==> src/rtl/cache_mem_arbiter.sv <==
// Shares one pipelined main memory between the I-cache fill engine and the D-cache
// (block fills plus write-through stores), steering returned words into the owning array.
module cache_mem_arbiter (
    input  logic        clk,
    input  logic        rst_n,
    input  logic        i_fill_req,
    input  logic [15:0] i_fill_addr,
    input  logic        d_fill_req,
    input  logic [15:0] d_fill_addr,
    input  logic        d_wr_req,
    input  logic [15:0] d_wr_addr,
    input  logic [15:0] d_wr_data,
    output logic        mem_en,
    output logic        mem_wr,
    output logic [15:0] mem_addr,
    output logic [15:0] mem_data_in,
    input  logic [15:0] mem_data_out,
    input  logic        mem_data_valid,
    output logic        i_fill_we,
    output logic        d_fill_we,
    output logic [2:0]  fill_word,
    output logic [15:0] fill_data,
    output logic        i_fill_done,
    output logic        d_fill_done,
    output logic        d_wr_ack,
    output logic        i_busy,
    output logic        d_busy
);

    typedef enum logic [1:0] {StIdle, StWrite, StFill} arbState_e;
    typedef enum logic {OwnerI = 1'b0, OwnerD = 1'b1} owner_e;

    localparam logic [3:0] BlockWords = 4'd8;
    localparam logic [3:0] LastWord   = BlockWords - 4'd1;

    arbState_e   state, stateNext;
    owner_e      owner, lastFillOwner, grantOwner;
    logic [11:0] base;
    logic [3:0]  issCnt, rcvCnt;
    logic        startFill, issuing, fillValid, lastBeat;

    // Byte offset within a block never reaches the memory; only base is latched.
    logic unusedAddrBits;
    assign unusedAddrBits = ^{i_fill_addr[3:0], d_fill_addr[3:0]};

    assign issuing   = (state == StFill) && (issCnt < BlockWords);
    assign fillValid = (state == StFill) && mem_data_valid;
    assign lastBeat  = fillValid && (rcvCnt == LastWord);

    always_comb begin
        // NOTE: every comb output gets a default first so no path can infer a latch.
        stateNext  = state;
        startFill  = 1'b0;
        grantOwner = OwnerI;
        case (state)
            StIdle: begin
                if (d_wr_req) begin
                    stateNext = StWrite;
                end else if (i_fill_req || d_fill_req) begin
                    startFill = 1'b1;
                    stateNext = StFill;
                    // On a tie the owner that did not fill last wins.
                    if (d_fill_req && (!i_fill_req || lastFillOwner == OwnerI))
                        grantOwner = OwnerD;
                end
            end
            StWrite: stateNext = StIdle;
            StFill:  if (lastBeat) stateNext = StIdle;
            default: stateNext = StIdle;
        endcase
    end

    always_comb begin
        mem_en      = 1'b0;
        mem_wr      = 1'b0;
        mem_addr    = '0;
        mem_data_in = '0;
        i_fill_we   = 1'b0;
        d_fill_we   = 1'b0;
        fill_word   = '0;
        fill_data   = '0;
        i_fill_done = 1'b0;
        d_fill_done = 1'b0;
        d_wr_ack    = 1'b0;

        if (state == StWrite) begin
            mem_en      = 1'b1;
            mem_wr      = 1'b1;
            mem_addr    = d_wr_addr;
            mem_data_in = d_wr_data;
            d_wr_ack    = 1'b1;
        end

        if (issuing) begin
            mem_en   = 1'b1;
            mem_addr = {base, issCnt[2:0], 1'b0};
        end

        if (fillValid) begin
            fill_word = rcvCnt[2:0];
            fill_data = mem_data_out;
            if (owner == OwnerI) begin
                i_fill_we   = 1'b1;
                i_fill_done = lastBeat;
            end else begin
                d_fill_we   = 1'b1;
                d_fill_done = lastBeat;
            end
        end

        i_busy = (state == StFill) && (owner == OwnerI);
        d_busy = (state == StWrite) || ((state == StFill) && (owner == OwnerD));
    end

    always_ff @(posedge clk or negedge rst_n) begin
        if (!rst_n) begin
            state         <= StIdle;
            owner         <= OwnerI;
            lastFillOwner <= OwnerI;
            base          <= '0;
            issCnt        <= '0;
            rcvCnt        <= '0;
        end else begin
            // NOTE: non-blocking assignments so every register samples pre-edge values.
            state <= stateNext;
            if (startFill) begin
                owner         <= grantOwner;
                lastFillOwner <= grantOwner;
                base          <= (grantOwner == OwnerD) ? d_fill_addr[15:4] : i_fill_addr[15:4];
                issCnt        <= '0;
                rcvCnt        <= '0;
            end else begin
                if (issuing)   issCnt <= issCnt + 4'd1;
                if (fillValid) rcvCnt <= rcvCnt + 4'd1;
            end
        end
    end

endmodule

==> config.mk <==
export PLATFORM = sky130hd
export DESIGN_NAME = cache_mem_arbiter
export DESIGN_NICKNAME = d
export VERILOG_FILES = /design/src/rtl/cache_mem_arbiter.sv
export SDC_FILE = /design/constraint.sdc
export NUM_CORES = 1
export LEC_CHECK = 0
export CAP_MARGIN = 15
export CORE_UTILIZATION = 34
export DETAILED_ROUTE_END_ITERATION = 16
export GPL_TIMING_DRIVEN = 0
export PLACE_DENSITY_LB_ADDON = 0.2
export SLEW_MARGIN = 20
export SYNTH_ARGS = -nofsm -noshare
export SYNTH_HDL_FRONTEND = slang
export SYNTH_SLANG_ARGS = --single-unit
==> constraint.sdc <==
create_clock -name clk -period 3.8 [get_ports clk]
set_clock_uncertainty 0.2 [all_clocks]
set_input_delay 0.76 -clock clk [delete_from_list [all_inputs] [get_ports clk]]
set_output_delay 0.76 -clock clk [all_outputs]
set_load 0.05 [all_outputs]
==> Word level (Yosys, flattened, before mapping) <==
Index checks and enable logic that the tools add are counted.
{ "word_totals": {"regBits": 23} }
{ "op_classes": {"n_addsub": 2, "bitwise": 1, "eq_ne": 5, "n_mux": 31, "n_reduce_logical": 14, "magnitude_cmp": 1} }
{ "op_table": {"columns": ["op", "count"], "rows": [
  ["two-way mux 16 bit", 4],
  ["two-way mux 1 bit", 17],
  ["two-way mux 4 bit", 4],
  ["two-way mux 12 bit", 1],
  ["adder 4 x 1 -> 4 bit, second input constant", 2],
  ["logical AND 1 bit", 6],
  ["two-way mux 2 bit", 3],
  ["== test 4 x 3 -> 1 bit, second input constant", 1],
  ["< comparator 4 bit, second input constant", 1],
  ["one-hot mux 2 bit (2 select lines)", 1],
  ["nonzero test 2 bit", 2],
  ["logical OR 1 bit", 3],
  ["two-way mux 3 bit", 1],
  ["!= test 3 bit, second input constant", 1],
  ["== test 2 x 1 -> 1 bit, second input constant", 1],
  ["== test 2 bit, second input constant", 1],
  ["zero test 2 bit", 1],
  ["!= test 2 bit, second input constant", 1],
  ["AND reduction 2 bit", 1],
  ["zero test 1 bit", 1],
  ["NOT 1 bit", 1]
]} }

==> Logic depth before layout (Yosys ltp) <==
Gate-level depths: netlist (run 1).
{ "depth": {"word_depth": 8, "ltp_mapped": 5, "depth_no_buf": 4} }

==> Least setup slack after synthesis (run 1) <==
No wires, ideal clock.
{ "synth_timing": {"path_kind": "input -> output", "start": "in mem_data_valid", "end": "out d_fill_done", "cell_stages": 2, "t_arrival_ns": 1.869, "path_slack_ns": 0.971, "cell_sequence": "and4b_1 -> and3_1"} }
{ "synth_between": {"elab_chain_cells": 4} }
{ "synth_lines": {"columns": ["element", "line_no", "text"], "rows": [
  ["start: declaration", "18", "input logic mem_data_valid,"],
  ["logical AND 1 bit (*)", "47", "assign fillValid = (state == StFill) && mem_data_valid;"],
  ["logical AND 1 bit", "48", "assign lastBeat = fillValid && (rcvCnt == LastWord);"],
  ["two-way mux 1 bit", "102", "if (owner == OwnerI) begin"],
  ["two-way mux 1 bit (*)", "99", "if (fillValid) begin"],
  ["end: declaration", "24", "output logic d_fill_done,"]
]} }
Every way passes the cells marked *; elsewhere a longest branch is shown, timed or not.

==> Worst setup path in the final report (run 1) <==
{ "layout_timing": {"start": "in mem_data_valid", "end": "out i_fill_done"} }
{ "layout_between": {"elab_chain_cells": 4} }
{ "layout_lines": {"columns": ["element", "line_no", "text"], "rows": [
  ["logical AND 1 bit (*)", "47", null],
  ["logical AND 1 bit", "48", null],
  ["two-way mux 1 bit", "102", null],
  ["two-way mux 1 bit (*)", "99", null],
  ["end: declaration", "23", "output logic i_fill_done,"]
]} }
Marks and branches as above.

==> qor_table.md, run 1 <==
| Result | This run |
| --- | --- |
| Number of max-capacitance violations reported | 0 |
| Routed WL per cell | 13.78 um |
| Post-Synthesis Net Count | 274 |
| Hold Crit Class | input pin to asynchronous set/reset pin |
| Combinational family with the most area after synthesis | simple AND/OR/NAND/NOR gates |
| Multiplexer fraction of the synthesized cell area | 1.194% |
| Final hold vios | 0 |
| Post-CTS setup buffers | 0 |
| Width of the chip | 72.22 um |
| Violation count after the first detailed-route iteration | 97 |
| Biggest cell delay along the critical path | 0.81 ns |
| Number of enable flip-flop cells after synthesis | 0 |
| Placeable core region | 4723 um^2 |
| IR drop worst, VDD | 0.4203 mV |
| CP most frequent cell | clkdlybuf4s50_1 |
| Synthesized area per cell | 9.014 um^2 |
| Final critical delay including setup and external delays | 3.539 ns |
| Origin of the worst setup path | mem_data_valid |
| Gates resized, CTS repair | 0 |
| Number of setup violations in the final report | 0 |
| H-tree depth | 1 |
| Clock buffers created by TritonCTS | 3 |
| Arrival time reported for the critical path endpoint | 2.58 ns |
| Setup CP Type | input pin to primary output |
| Placer congestion estimate | 0.7774 |
| Total half-perimeter wirelength after legalization and detailed placement | 4.254 mm |
| Minimum setup slack in the final design | 0.2610 ns |
| CP Capture Type | primary output |
| Post-synthesis share of cell area spent on xor and xnor gates | 2.090% |
| Unrepaired setup endpoints after global routing | no |
| Top-level I/O count | 146 |
| Layout-stage area growth over the synthesis result | 92.16% |
| CTS tree | done |
| Async S/R FF share, synth | 100.0% |
| Buffers added on ports | 137 |
| Net count of the finished layout | 416 |
| Synth warn | 0 |
| Root buf cell | clkbuf_8 |
| Total DRC errors in the routed layout | 0 |
| Slowest CP cell | clkdlybuf4s50_1 |
| Adder and majority cell fraction of the synthesized area | 1.493% |
| Reg2Reg Launch Point | state[0] |
| Synth cell count leaders | and2_1, dfrtp_1, a22o_1, a31oi_1 |
| Fraction of final layout cells with drive strength greater than 1 | 8.563% |
| Maximum number of pins on one net before global-route repair | 24 |
| Summed instance area of the synthesized netlist | 1677 um^2 |
| Highest Clock Rate | 282.6 MHz |
| Most frequently used cell type in the post-synthesis netlist | and2_1 |
| Standby leakage power | 0.001611 uW |
| Number of buffers inserted for hold repair after clock tree synthesis | 0 |
| Maximum number of buffers from clock root to sink | 2 |
| Count of unique library cells instantiated by Yosys | 40 |
| Pre-Repair DR Iteration Count | 4 |
| Critical path startpoint category | input pin |
| Final max-slew violation count | 0 |
| Clock edge transition at the registers on the reported setup and hold paths | 0.08 ns |
| Ratio of routed vias to standard cells | 4.810 |
| Simple-gate area share of the yosys netlist | 28.66% |
| Clock sink count | 23 |
| Post-place instance area | 3132 um^2 |
| Clk Latency, worst-skew pair | 0.25 ns |
| DIE AREA | 5216 um^2 |
| Tightest Pin Transition | 0.5154 ns |
| Max Fanout on Critical Path | 5 |
| Antenna diode count | 0 |
| Height of the chip | 72.22 um |
| Overall overflow remaining after global route | 0 |
| Compound-cell area share of the yosys netlist | 23.28% |
| Proportion of synthesized chip area in sequential cells | 34.33% |
| Initial antenna violation count | 0 |
| Most common flop cell mapped by yosys | dfrtp_1 |
| Cell area after layout | 3222 um^2 |
| Overall via count from detail_route | 1895 |
| Ordered list of cells on the worst path | clkdlybuf4s50_1, and4b_1, and3_1, clkdlybuf4s50_1 |
| Top cells by area, synth | dfrtp_1, and2_1, a22o_1 |
| Number of rows created at floorplan | 25 |
| Global-route wire length before repair | 8.645 mm |
| Final cycle utilization of the critical path | 93.13% |
| Pwr per Cell Area | 714.3 nW/um^2 |
| Cell type with the highest aggregate area in the netlist | dfrtp_1 |
| Total routed wirelength | 5.431 mm |
| Flip-flop and latch count after synthesis | 23 |
| Vias in the first global route | 1835 |
| Post-placement worst setup slack | 0.01128 ns |
| Remaining number of nets flagged by the antenna check after routing | 0 |
| Run status | complete, no violations |
| Critical path data required time | 2.84 ns |
| Cells after synthesis | 186 |
| Proportion of netlist area held by the largest area contributor | 34.33% |
| Effective utilization at floorplan | 35.50% |
| GR Util All Layers | 20.90% |
| Relative slew margins | 65.54% |
-- cell usage in the layout, fill, tap and decap left out, types with 2 or more instances in the layout --
master	n
nor2_1	8
o21ai_1	9
inv_1	2
ha_1	2
clkbuf_8	3
or2_2	2
clkdlybuf4s50_1	116
nand3_1	12
a31oi_1	13
buf_2	6
clkbuf_1	5
nor2b_1	2
and3_1	2
dlymetal6s2s_1	20
mux2i_1	2
dfrtp_1	23
a21oi_1	12
o21ai_0	3
a22o_1	15
xnor2_1	3
and2_1	38
buf_6	8
-- sequential cells by signal, indices dropped and copies added (netlist names) --
name,count
issCnt,4
rcvCnt,4
state,2
lastFillOwner,1
base,12
-- final timing paths --
path | endpoint | slack (ns) | cells past startpoint
worst max-delay path | i_fill_done | 0.26 | 4
worst min-delay path | base[8] | 0.26 | 1
worst max register to register | lastFillOwner | 2.11 | 5
worst min register to register | base[4] | 0.35 | 2
max in group asynchronous | issCnt[3] | 2.79 | 1
min in group clk | base[4] | 0.35 | 2
-- metrics by stage --
step	utilization (%)	hold slack (ns)	power [uW]	TNS, ns	std cells
floorplan	-	0.2644	1619	0	186
global placement	66.30	0.3317	2142	-0.01031	390
detailed placement	66.30	0.3397	2163	0	390
CTS	67.26	0.3594	2318	0	394
global route	68.21	0.2980	2433	0	394
finish	68.21	0.2612	2301	0	394
-- cell type report --
type | count | area, um^2
Inverter | 2 | 7.507
Sequential cell | 23 | 575.6
Fill cell | 412 | 1501
Timing Repair Buffer | 137 | 1416
Clock buffer | 4 | 45.04
Tap cell | 67 | 83.83
Multi-Input combinational cell | 142 | 950.9
Buffer | 19 | 142.6
-- where the power goes --
group / leakage (uW) / internal, uW / switching [uW]
logic: 0.00131 / 668 / 1050
registers: 0.000275 / 351 / 81.4
clock network: 0.0000228 / 74.6 / 74.0
total: 0.00161 / 1090 / 1210
-- cell families after synthesis --
group | Yosys count
AOI/OAI and AO/OA | 59
buffers and inverters | 21
adders and majority gates | 2
muxes | 2
DFF | 23
xor gates and xnor gates | 4
and+or+nand+nor | 75
-- worst max-delay path: cells and delay by family --
| kind | cells | cell delay [ns] |
|---|---|---|
| and+or+nand+nor | 2 | 0.50 |
| buffers and inverters | 2 | 1.32 |
-- routing by layer --
metal,part of all wire [%],track usage [%],vias up
met1,41,26.97,856
met2,50,36.03,87
met4,0.44,4.575,0
met3,8.4,4.306,2
met5,0,0,-
li1,-,-,950
No activity file was read; power rests on OpenSTA's default activity.
==> run 2, diff against run 1 <==
Settings changed: SLEW_MARGIN 20 to 0.
==> run 2 against run 1 <==
Effect of this change:
- cell area is 1.0% higher
- power is 0.41% higher
- global-route usage stayed put
- flip-flop and latch count stayed put
- register-to-register slack worse by 0.02 ns
- highest routed layer unchanged
- sequential share of layout area is 0.18 points lower
- worst setup slack hardly changed
- worst hold slack better by 0.094 ns
- critical endpoint unchanged
- sequential power hardly changed
==> qor_table.md, run 2 (synthesis gave the netlist of run 1 again) <==
| Result | This run |
| --- | --- |
| CP most frequent cell | clkdlybuf4s50_1 |
| Violation count after the first detailed-route iteration | 110 |
| Buf+Inv Stages, Crit Path | 2 |
| Clock buffers created by TritonCTS | 3 |
| Final cycle utilization of the critical path | 93.12% |
| GR Util All Layers | 20.90% |
| Highest Clock Rate | 282.6 MHz |
| Setup CP Type | input pin to primary output |
| Worst-case reg-to-reg path depth | 5 |
| Final hold vios | 0 |
| Ordered list of cells on the worst path | clkdlybuf4s50_1, and4b_1, and3_1, clkdlybuf4s50_1 |
| Placer congestion estimate | 0.7774 |
| Post-placement worst setup slack | 0.01128 ns |
| Number of rows created at floorplan | 25 |
| Height of the chip | 72.22 um |
| Net load switching power | 1213 uW |
| Standby leakage power | 0.001624 uW |
| Hold Crit Depth | 2 |
| Max Fanout on Critical Path | 5 |
| Number of max-capacitance violations reported | 0 |
| Origin of the worst min-delay path | base[4] |
| Number of setup violations in the final report | 0 |
| Worst hold-check slack | 0.3555 ns |
| Initial antenna violation count | 0 |
| CP Capture Type | primary output |
| Effective utilization at floorplan | 35.50% |
| Critical path data required time | 2.84 ns |
| Placeable core region | 4723 um^2 |
| Largest reg by FF count | base |
| Reg2Reg Launch Point | state[0] |
| GR met1 Demand/Resource | 26.97% |
| Overall via count from detail_route | 1931 |
| Net count of the finished layout | 417 |
| Run status | complete, no violations |
| Root buf cell | clkbuf_8 |
| Power Internal | 1097 uW |
| Total half-perimeter wirelength after legalization and detailed placement | 4.254 mm |
| Buffers added on ports | 137 |
| Total routed wirelength | 5.563 mm |
| Top library cells by usage in the layout, fill and taps aside | clkdlybuf4s50_1, and2_1, dfrtp_1 |
| Cell count along the critical path | 4 |
| Relative slew margins | 65.54% |
| Layout-stage area growth over the synthesis result | 94.10% |
| Met3 layer usage reported by global route | 4.306% |
| Slowest CP cell | clkdlybuf4s50_1 |
| Final critical delay including setup and external delays | 3.539 ns |
| Global route hottest layer | met2 |
| Unrepaired setup endpoints after global routing | no |
| Clock edge transition at the registers on the reported setup and hold paths | 0.08 ns |
| Maximum number of buffers from clock root to sink | 2 |
| Delay-heaviest family, CP | buffers and inverters |
| Max FFs per register | 12 |
| CTS tree | done |
| Clock power share | 6.5% |
| Destination of the worst hold path | base[4] |
| Arrival time reported for the critical path endpoint | 2.58 ns |
| Biggest cell delay along the critical path | 0.81 ns |
| Top-level I/O count | 146 |
| Clock sink count | 23 |
| Pre-Repair DR Iteration Count | 4 |
| Fraction of power consumed by combinational cells | 74.7% |
| Cell count after placement | 390 |
| Sequential group share of total power | 18.7% |
| Antenna diode count | 0 |
| Remaining number of nets flagged by the antenna check after routing | 0 |
| Most common cell after layout, fill and taps aside | clkdlybuf4s50_1 |
| Global-route wire length before repair | 8.645 mm |
| Ratio of routed vias to standard cells | 4.889 |
| Hold Crit Class | register to register |
| Pwr per Cell Area | 710.1 nW/um^2 |
| DIE AREA | 5216 um^2 |
| IR drop worst, VDD | 0.4200 mV |
| Clk Latency, worst-skew pair | 0.25 ns |
| Critical path startpoint category | input pin |
| Total DRC errors in the routed layout | 0 |
| Fraction of final layout cells with drive strength greater than 1 | 8.537% |
| Core occupancy in the finished layout | 68.90% |
| Width of the chip | 72.22 um |
| Routed WL per cell | 14.08 um |
| Layout Cells excl Fill | 395 |
| Endpoint of the most critical register-to-register path | base[9] |
| Tightest Pin Transition | 0.5154 ns |
| Leading registers by flop count | base: 12 flops, issCnt: 4 flops, rcvCnt: 4 flops |
| Minimum setup slack in the final design | 0.2613 ns |
| H-tree depth | 1 |
| Post-CTS setup buffers | 0 |
| Switching power as a share of total power | 52.51% |
| Met2 routing resource usage after global routing | 36.03% |
| Vias in the first global route | 1835 |
| Maximum number of pins on one net before global-route repair | 24 |
| Final max-slew violation count | 0 |
| Overall overflow remaining after global route | 0 |
| R2r setup slk | 2.09 ns |
[run 2: cell count changes in the layout (fill, tap and decap cells not counted)]
cell | before | now
buf_16 | 0 | 1
clkdlybuf4s50_1 | 116 | 117
buf_2 | 6 | 5
[run 2: tightest hold or removal path, delay by kind of cell (launching register included)]
family	cells	cell delay (ns)
compound gates	2	0.16
flops	1	0.35
[run 2: worst max-delay path by stage]
stage	end	from	slack [ns]
6_report	i_fill_done	mem_data_valid	0.26
4_1_cts	fill_data[5]	mem_data_valid	0.009
3_3_place_gp	fill_data[5]	mem_data_valid	-0.008
5_1_grt	i_fill_done	mem_data_valid	0.22
2_1_floorplan	d_fill_done	mem_data_valid	0.97
3_5_place_dp	fill_data[5]	mem_data_valid	0.01
[run 2: layout make-up]
| class | count | area (um^2) |
|---|---|---|
| fillers | 408 | 1469 |
| repair buffers | 138 | 1449 |
| multi-input cells | 142 | 950.9 |
| flip-flops and latches | 23 | 575.6 |
| plain buffers | 19 | 142.6 |
| well taps | 67 | 83.83 |
| clock buffers | 4 | 45.04 |
| inverters | 2 | 7.507 |
[run 2: power by group through the flow]
stage,clock [uW],combinational [uW],sequential [uW]
2_1_floorplan,0,1210,412
3_3_place_gp,0,1710,433
3_5_place_dp,0,1730,435
4_1_cts,153,1730,432
5_1_grt,169,1820,447
6_report,151,1730,433
[run 2: per-stage QoR]
stage	cell area, um^2	power [uW]	TNS, ns
after detailed placement	3132	2163	0
after global placement	3132	2142	-0.01031
final	3254	2311	0
after global routing	3254	2440	0
after floorplan	1677	1619	0
after CTS	3177	2318	0
[run 2: what timing repair did]
item / 4_1_cts / 5_1_grt
endpoints found under the setup margin: 0 / 20
gates resized for setup: 0 / 20
hold buffers: 0 / 0
[run 2: metal layers]
| layer | up-vias | share of wire, % |
|---|---|---|
| met5 | - | 0 |
| met4 | 0 | 0.83 |
| met3 | 4 | 8.7 |
| met2 | 89 | 50 |
| met1 | 887 | 41 |
| li1 | 951 | - |
==> run 3, diff against run 2 <==
==> constraint.sdc (replaced) <==
create_clock -name clk -period 3.8 [get_ports clk]
set_clock_uncertainty 0.2 [all_clocks]
set_input_delay 0.38 -clock clk [delete_from_list [all_inputs] [get_ports clk]]
set_output_delay 0.38 -clock clk [all_outputs]
set_load 0.05 [all_outputs]
==> run 3 against run 2 <==
Effect of this change:
- sequential power barely moved
- critical path depth rose by 2
- count of clock-buffer cells in the layout unchanged
- global-route usage stayed put
- power increased by 0.27%
- via count shrank 0.31%
- fmax up 17%
- sequential share of layout area increased by 0.28 points
- clock power hardly changed
- cell area shrank 1.5%
==> qor_table.md, run 3 (synthesis gave the netlist of run 1 again) <==
| Result | This run |
| --- | --- |
| Run status | complete, no violations |
| Number of rows created at floorplan | 25 |
| Unrepaired setup endpoints after global routing | no |
| Violation count after the first detailed-route iteration | 101 |
| Overall overflow remaining after global route | 0 |
| Pwr per Cell Area | 723.1 nW/um^2 |
| Root buf cell | clkbuf_8 |
| H-tree depth | 1 |
| Overall via count from detail_route | 1925 |
| Critical path startpoint category | input pin |
| Sum of internal, switching and leakage power | 2317 uW |
| Met3 wire len | 467 um |
| Placeable core region | 4723 um^2 |
| Maximum number of buffers from clock root to sink | 2 |
| Clock buffers created by TritonCTS | 3 |
| GR Util All Layers | 20.90% |
| Antenna diode count | 0 |
| Leading registers by flop count | base: 12 flops, issCnt: 4 flops, rcvCnt: 4 flops |
| Total routed wirelength | 5.550 mm |
| CTS tree | done |
| Ratio of routed vias to standard cells | 4.873 |
| Highest routing layer actually used | met4 |
| Buffers added on ports | 137 |
| Placer congestion estimate | 0.7774 |
| Height of the chip | 72.22 um |
| Global-route wire length before repair | 8.645 mm |
| Core occupancy in the finished layout | 67.84% |
| Relative slew margins | 65.54% |
| Hold Crit Class | input pin to asynchronous set/reset pin |
| Number of max-capacitance violations reported | 0 |
| Effective utilization at floorplan | 35.50% |
| Clock edge transition at the registers on the reported setup and hold paths | 0.08 ns |
| CP Capture Type | primary output |
| Post-CTS setup buffers | 0 |
| Largest reg by FF count | base |
| Cell count after placement | 390 |
| Top library cells by usage in the layout, fill and taps aside | clkdlybuf4s50_1, and2_1, dfrtp_1 |
| Maximum number of pins on one net before global-route repair | 24 |
| Critical path data required time | 3.22 ns |
| Pre-Repair DR Iteration Count | 4 |
| Arrival time reported for the critical path endpoint | 2.45 ns |
| Remaining number of nets flagged by the antenna check after routing | 0 |
| Total half-perimeter wirelength after legalization and detailed placement | 4.254 mm |
| Width of the chip | 72.22 um |
| Gates resized, CTS repair | 0 |
| Worst hold-check slack | 0.1564 ns |
| Highest Clock Rate | 329.8 MHz |
| Standby leakage power | 0.001283 uW |
| Net count of the finished layout | 417 |
| Final hold vios | 0 |
| Number of fill cells in the layout | 419 |
| Number of buffers inserted for hold repair after clock tree synthesis | 0 |
| Total negative slack for setup checks | 0 ns |
| Detailed-route wire length on metal 1 | 2.289 mm |
| Routed WL per cell | 14.05 um |
| Clock sink count | 23 |
| Layout Cells excl Fill | 395 |
| Tightest Pin Transition | 0.5154 ns |
| Final critical delay including setup and external delays | 3.033 ns |
| Max FFs per register | 12 |
| Fraction of final layout cells with drive strength greater than 1 | 8.537% |
| Clk Latency, worst-skew pair | 0.25 ns |
| Initial antenna violation count | 0 |
| Setup CP Type | input pin to primary output |
| Layout-stage area growth over the synthesis result | 91.12% |
| Final max-slew violation count | 0 |
| DIE AREA | 5216 um^2 |
| Top-level I/O count | 146 |
| Final cycle utilization of the critical path | 79.81% |
| Vias in the first global route | 1835 |
| IR drop worst, VDD | 0.4289 mV |
| Met2 layer wire length in the routed design | 2.746 mm |
| Number of setup violations in the final report | 0 |
| Total DRC errors in the routed layout | 0 |
| Most common cell after layout, fill and taps aside | clkdlybuf4s50_1 |
| Max Fanout on Critical Path | 10 |
==> run 3: cell types whose count changed in the layout (fill, tap and decap cells not counted) <==
cell | previous run | this run
dlymetal6s2s_1 | 20 | 0
clkdlybuf4s50_1 | 117 | 137
==> run 3: path summary, 6_finish.rpt <==
kind / from / to / slack [ns] / cells past startpoint
setup / recovery: mem_data_valid / fill_word[1] / 0.77 / 6
hold / removal: rst_n / base[8] / 0.16 / 1
setup reg to reg: state[0] / base[9] / 2.08 / 5
hold reg to reg: base[4] / base[4] / 0.35 / 2
max in group asynchronous: rst_n / issCnt[3] / 2.86 / 2
min in group clk: base[4] / base[4] / 0.35 / 2
==> run 3: critical path, cell delays in order <==
cell and delay, ns:
clkdlybuf4s50_1 0.51, and3b_1 0.16, buf_2 0.14, clkbuf_1 0.26, and2_1 0.19, clkdlybuf4s50_1 0.80
==> run 3: power by group <==
part | internal (uW) | total [uW] | switching (uW)
Combinational | 675 | 1730 | 1060
Sequential | 351 | 433 | 81.4
Clock | 74.7 | 150 | 75.7
Total | 1100 | 2320 | 1220
==> run 3: layer usage <==
metal / up-vias / track usage, %
met4: 0 / 4.575
met3: 4 / 4.306
li1: 951 / -
met5: - / 0
met2: 91 / 36.03
met1: 879 / 26.97
==> run 3: per-stage QoR <==
stage / area (um^2) / setup slack [ns]
after floorplan: 1677 / 1.562
after global routing: 3204 / 0.6696
after detailed placement: 3132 / 0.7713
after global placement: 3132 / 0.7523
final: 3204 / 0.7674
after CTS: 3177 / 0.7687
==> run 3: final cells by class <==
| cell class | instances | area [um^2] | share of cell area, % |
|---|---|---|---|
| Timing Repair Buffer | 138 | 1399 | 43.65 |
| Sequential cell | 23 | 575.6 | 17.96 |
| Clock buffer | 4 | 45.04 | 1.406 |
| Multi-Input combinational cell | 142 | 950.9 | 29.68 |
| Buffer | 19 | 142.6 | 4.451 |
| Tap cell | 67 | 83.83 | 2.616 |
| Inverter | 2 | 7.507 | 0.2343 |
